--- src/rtl/bcd_down_timer.sv ---
// bcd_down_timer
// ---------------------------------------------------------------------------
// Purpose:
//   Cascaded BCD down-counter with a small control FSM (IDLE/RUN/PAUSE/DONE).
//   All state updates happen on the falling edge of clk. The counter is
//   preset with Load and started with Start. In RUN it decrements once per
//   cycle on which Enable is high. It stops at zero, entering DONE with a
//   one-cycle terminal-count pulse.
//
// Parameters:
//   DIGITS     number of cascaded BCD digits (Count width = 4*DIGITS)
//
// Ports:
//   clk        in   clock; every register updates on its negative edge
//   Clear      in   synchronous active-low clear, highest priority
//   Load       in   preset Count from LoadValue and return to IDLE
//   LoadValue  in   BCD preset; digit 0 in bits [3:0]; digits >9 saturate to 9
//   Start      in   start from IDLE or resume from PAUSE
//   Stop       in   pause a running countdown
//   Enable     in   count-tick qualifier while in RUN
//   Count      out  current BCD value (registered)
//   Busy       out  high in RUN (registered)
//   Done       out  high in DONE (registered)
//   TC         out  one-cycle pulse on entry to DONE (registered)
// ---------------------------------------------------------------------------
module bcd_down_timer #(
  parameter int DIGITS = 4
) (
  input  logic                clk,
  input  logic                Clear,
  input  logic                Load,
  input  logic [4*DIGITS-1:0] LoadValue,
  input  logic                Start,
  input  logic                Stop,
  input  logic                Enable,
  output logic [4*DIGITS-1:0] Count,
  output logic                Busy,
  output logic                Done,
  output logic                TC
);

  localparam int W = 4 * DIGITS;

  typedef enum logic [1:0] {
    S_IDLE  = 2'd0,
    S_RUN   = 2'd1,
    S_PAUSE = 2'd2,
    S_DONE  = 2'd3
  } state_t;

  state_t         state_q, state_d;
  logic [W-1:0]   count_q, count_d;
  logic           busy_q,  busy_d;
  logic           done_q,  done_d;
  logic           tc_q,    tc_d;

  // Clamp every digit of a preset to the legal BCD range so Count can never
  // hold a non-decimal digit, whatever the source drives.
  function automatic logic [W-1:0] bcd_saturate(input logic [W-1:0] v);
    logic [W-1:0] r;
    r = v;
    for (int i = 0; i < DIGITS; i++) begin
      if (v[4*i +: 4] > 4'd9) r[4*i +: 4] = 4'd9;
    end
    return r;
  endfunction

  // BCD decrement by one: a zero digit wraps to 9 and passes the borrow
  // upward; the first non-zero digit absorbs the borrow and the digits above
  // it are untouched. Callers never present zero, so no underflow case exists.
  function automatic logic [W-1:0] bcd_decrement(input logic [W-1:0] v);
    logic [W-1:0] r;
    logic         borrow;
    r      = v;
    borrow = 1'b1;
    for (int i = 0; i < DIGITS; i++) begin
      if (borrow) begin
        if (v[4*i +: 4] == 4'd0) begin
          r[4*i +: 4] = 4'd9;
        end else begin
          r[4*i +: 4] = v[4*i +: 4] - 4'd1;
          borrow      = 1'b0;
        end
      end
    end
    return r;
  endfunction

  logic [W-1:0] count_dec;
  assign count_dec = bcd_decrement(count_q);

  // Next-state logic. Priority is Load, Stop, Start, then the count tick.
  // A command only claims the edge when it acts in the current state, so
  // e.g. a Start held while in RUN does not swallow a tick.
  always_comb begin
    // NOTE: every variable gets a default before any branch so that no path
    // leaves it unassigned; otherwise synthesis infers a latch.
    state_d = state_q;
    count_d = count_q;
    tc_d    = 1'b0;

    if (Load) begin
      count_d = bcd_saturate(LoadValue);
      state_d = S_IDLE;
    end else if (Stop && (state_q == S_RUN)) begin
      state_d = S_PAUSE;
    end else if (Start && (state_q == S_IDLE)) begin
      if (count_q == '0) begin
        state_d = S_DONE;
        tc_d    = 1'b1;
      end else begin
        state_d = S_RUN;
      end
    end else if (Start && (state_q == S_PAUSE)) begin
      state_d = S_RUN;
    end else if (Enable && (state_q == S_RUN)) begin
      count_d = count_dec;
      // Reaching zero ends the run on the same edge as the final decrement.
      if (count_dec == '0) begin
        state_d = S_DONE;
        tc_d    = 1'b1;
      end
    end

    // Status flags are decoded from the next state so the outputs come
    // straight from flops and line up with the state register.
    busy_d = (state_d == S_RUN);
    done_d = (state_d == S_DONE);
  end

  // All registers, including the FSM state, update on the falling edge.
  // Clear is synchronous and overrides every other input, so a countdown
  // aborted by Clear never produces a TC pulse.
  always_ff @(negedge clk) begin
    // NOTE: sequential state uses non-blocking assignments so every flop
    // samples the values from before this edge, regardless of statement order.
    if (!Clear) begin
      state_q <= S_IDLE;
      count_q <= '0;
      busy_q  <= 1'b0;
      done_q  <= 1'b0;
      tc_q    <= 1'b0;
    end else begin
      state_q <= state_d;
      count_q <= count_d;
      busy_q  <= busy_d;
      done_q  <= done_d;
      tc_q    <= tc_d;
    end
  end

  assign Count = count_q;
  assign Busy  = busy_q;
  assign Done  = done_q;
  assign TC    = tc_q;

endmodule

--- config.mk ---
export PLATFORM = sky130hd
export DESIGN_NAME = bcd_down_timer
export DESIGN_NICKNAME = d
export VERILOG_FILES = /design/src/rtl/bcd_down_timer.sv
export SDC_FILE = /design/constraint.sdc
export NUM_CORES = 1
export LEC_CHECK = 0
export CORE_UTILIZATION = 40
export DETAILED_ROUTE_END_ITERATION = 8
export MAX_ROUTING_LAYER = met4
export PLACE_DENSITY_LB_ADDON = 0.25
export SLEW_MARGIN = 25
export SYNTH_ARGS = -nofsm -noshare
export SYNTH_HDL_FRONTEND = slang
export SYNTH_SLANG_ARGS = --single-unit
--- constraint.sdc ---
create_clock -name clk -period 3.9 [get_ports clk]
set_clock_uncertainty 0.2 [all_clocks]
set_input_delay 0.78 -clock clk [delete_from_list [all_inputs] [get_ports clk]]
set_output_delay 0.78 -clock clk [all_outputs]
set_load 0.05 [all_outputs]
# [Yosys cells after proc, flatten, opt, wreduce, memory -nomap -nowiden]
# Cells that the tools add are included.
# Widths: inputs -> output; s select.
[classes] n_mux=33 bitwise=1 add_sub_neg=4 n_lt_le_gt_ge=4 n_eq_ne=7 n_reduce_logical=14
[ops] operator="$mux 16" n=5
[ops] operator="$mux 4" n=11
[ops] operator="$logic_not 16->1" n=2
[ops] operator="$gt 4x4->1 const B" n=4
[ops] operator="$logic_not 4->1" n=4
[ops] operator="$sub 4x1->4 const B" n=4
[ops] operator="$mux 2" n=7
[ops] operator="$mux 1" n=10
[ops] operator="$ne 2x2->1 const B" n=3
[ops] operator="$eq 2x1->1 const B" n=2
[ops] operator="$eq 2x2->1 const B" n=2
[ops] operator="$logic_and 1x1->1" n=4
[ops] operator="$reduce_and 4->1" n=1
[ops] operator="$reduce_or 3->1" n=1
[ops] operator="$logic_not 2->1" n=1
[ops] operator="$reduce_bool 2->1" n=1
[ops] operator="$not 1->1" n=1
[totals] register_bits=21 word_cells=68 inputBits=22 out_inout_bits=19

# [Logic depth before layout (Yosys ltp)]
[depth] ltp_word=13 ltp_mapped=6 depth_no_buf=4

==> metrics <==
routed vias/inst approximately 6; Vias 1535; Synth Flop Type dfxtp_1; Core Area 2805 um^2; initial antenna violation count 0; endpoints failing hold 0; final hold slack 0.3030 ns; # clock sinks 21; # IOs a little over 40; Critical Path Most Common Cell buf_6; sequential standard cell area around 440 um^2; Worst path slowest cell or4_4; Hold Path Origin Count[10]; top cells by count, synth dfxtp_1, o21ai_0, nor2_1, clkbuf_1, nor3_1; WP data arrival 2.15 ns; number of global-route vias before repair 1395; wire length per cell around 16 um; nets@finish around 250; die width between 50 and 60 um; P_leak about 0.94 nW; Max Cap Viol 0; PortBufs 40; hold crit path type reg2reg; DRT iter0 DRCs 86; worst setup margin -0.1143 ns; fraction of layout cells with a size suffix above 1 between 20% and 30%; CP endpoint kind register; Num CTS Buffers 3; dpl hpwl around 2700 um; Place WS -0.7715 ns; Worst IR Drop VDD approximately 160 uV; CTS tree yes; Hold Crit Endpoint TC; clk slew on worst S/H paths around 0.06 ns; total grt overflow 0; Worst Tran Pin Value roughly 0.75 ns; cell row count 19; top-area cell type share of the netlist area approximately a third; first-pass GRT wire length 5706 um; Hold Path Stages 1; die area 3239 um^2; Yosys cell types 38; WP buf/inv 2; Detail Route Antenna Nets 0; GRT Total Usage a little under a quarter; drt pass-1 iters 6; top cells by area, synth dfxtp_1, o21ai_0, nor2b_1, nor2_1, mux2i_1; peak per-stage delay on the critical path 0.46 ns; status finished, violations left; syn_area_per_cell between 8 and 9 um^2; unrepaired setup endpoints after global routing yes; synthesized area approximately 1200 um^2; htree depth 1; biggest area consumer among synthesized cells dfxtp_1; cell family with the largest share of critical-path delay simple AND/OR/NAND/NOR gates; DRC errors left 6; routability congestion estimate 0.9079; reg2reg end Count[12]; Critical Path Source Type primary input; Warnings, synthesis 0; required time worst endpoint roughly 2.0 ns; sequential element share of the synthesized area 34.85%; EDFF count, synth 0; area grow syn2layout 77.49%; hold buffers post-CTS 0; Routed Wire Length 4169 um; Initial Util about 43%; Cells after Synth 149; Synth Register Bits 21; failing checks design-rule violations, negative setup slack; Multi-input gate area roughly 750 um^2; Crit Path Class in2reg; pin count of the biggest net entering global routing 18; clk buf depth 2; die height about 57 um; syn_nets 171; fill count 207; Async S/R FF share, synth 0%; clk_lat worst skew 0.40 ns; CP cell instances buf_6 > nand4bb_1 > or4_4 > buf_6 > or3_1 > a31oi_1; root buffer selected by CTS clkbuf_4; pins over their slew limit 0; most common cell in the netlist dfxtp_1; CP Max Fanout 2; final-report setup violation count 5; Critical Path Stages 6; r2r startpoint Count[5]; slew margin rel. 49.40%; PD cells ~300 nW/um^2; Reg2Reg Depth 4; ant diodes 0; reg-to-reg setup timing slack roughly 1.3 ns
routing by layer:
metal / GRT usage, % / share of wire [%]
met5: - / 0
met4: 12.54 / 2.8
met3: 4.839 / 7.6
met2: 36.30 / 51
met1: 26.09 / 38
worst max path at each step:
| stage | from | to | slack (ns) |
|---|---|---|---|
| 6_report | Stop | Count[7] | -0.11 |
| 5_1_grt | Stop | Count[7] | -0.16 |
| 4_1_cts | Stop | Count[8] | -0.17 |
| 3_5_place_dp | Stop | Count[8] | -0.77 |
| 3_3_place_gp | Stop | Count[8] | -0.76 |
| 2_1_floorplan | Stop | Count[8] | -0.43 |
worst register-to-register path, delay by kind of cell, from the launching register on:
kind	cells	cell delay, ns
compound gates	2	0.61
flops	1	0.36
simple gates	2	1.31
cell usage in the layout (no fill, tap or decap), types with 3 or more instances in the layout:
cell	Yosys	final
mux2i_1	4	4
nand4_1	4	4
dfxtp_2	0	9
o311a_1	4	4
clkdlybuf4s50_1	0	16
dfxtp_1	21	9
a31oi_1	4	4
o21a_1	4	4
or4_1	4	3
o211ai_1	3	3
nor2_1	11	11
buf_12	0	20
dlymetal6s2s_1	0	3
clkbuf_4	0	3
nand2_1	4	4
nor2b_1	7	7
nand3b_1	3	3
buf_4	0	20
dfxtp_4	0	3
and3_1	4	4
a21oi_1	6	5
nor3_1	8	7
nor4_1	4	3
buf_6	1	3
o21ai_0	14	14
inv_1	6	27
registers in the layout, summed over array words and instances (netlist names):
signal   count
TC           1
state_q      2
Busy         1
Count       16
Done         1
cell type report:
type	instances	share of cell area [%]
clock inverter	22	3.857
multi-input combinational	112	34.95
tap	31	1.812
inverter	5	0.8767
timing repair buffer	63	36.76
clock buffer	3	1.052
sequential	21	20.69
cell families (layout without fill, tap and decap cells):
kind of cell,Yosys count,in the layout,synth area share [%]
DFF,21,21,34.85
and+or+nand+nor,63,63,31.12
AOI/OAI and AO/OA,44,44,24.27
muxes,4,4,3.320
xor gates and xnor gates,1,1,0.7263
buffers and inverters,16,93,5.705
through the flow:
step	cell area [um^2]	total power [mW]	util, %	TNS, ns	std cells
global placement	1969	0.4708	70.21	-11.21	231
global route	2141	0.6845	76.32	-0.5117	257
finish	2141	0.6439	76.32	-0.3215	257
CTS	2093	0.6421	74.62	-0.4531	256
detailed placement	1969	0.4756	70.21	-11.41	231
floorplan	1236	0.3759	-	-2.114	149
timing repair:
item	CTS	global route
setup endpoints to repair	29	15
pin swaps	7	8
setup buffers	2	1
gates resized for setup	21	11
report_power, final:
part	total [mW]	switching (mW)	leakage (nW)	internal, mW
registers	0.249	0.0214	0.178	0.228
logic	0.197	0.0976	0.626	0.0998
clock network	0.197	0.132	0.131	0.0652
total	0.644	0.251	0.935	0.393
Note: power is estimated with default switching activity, not from simulation.
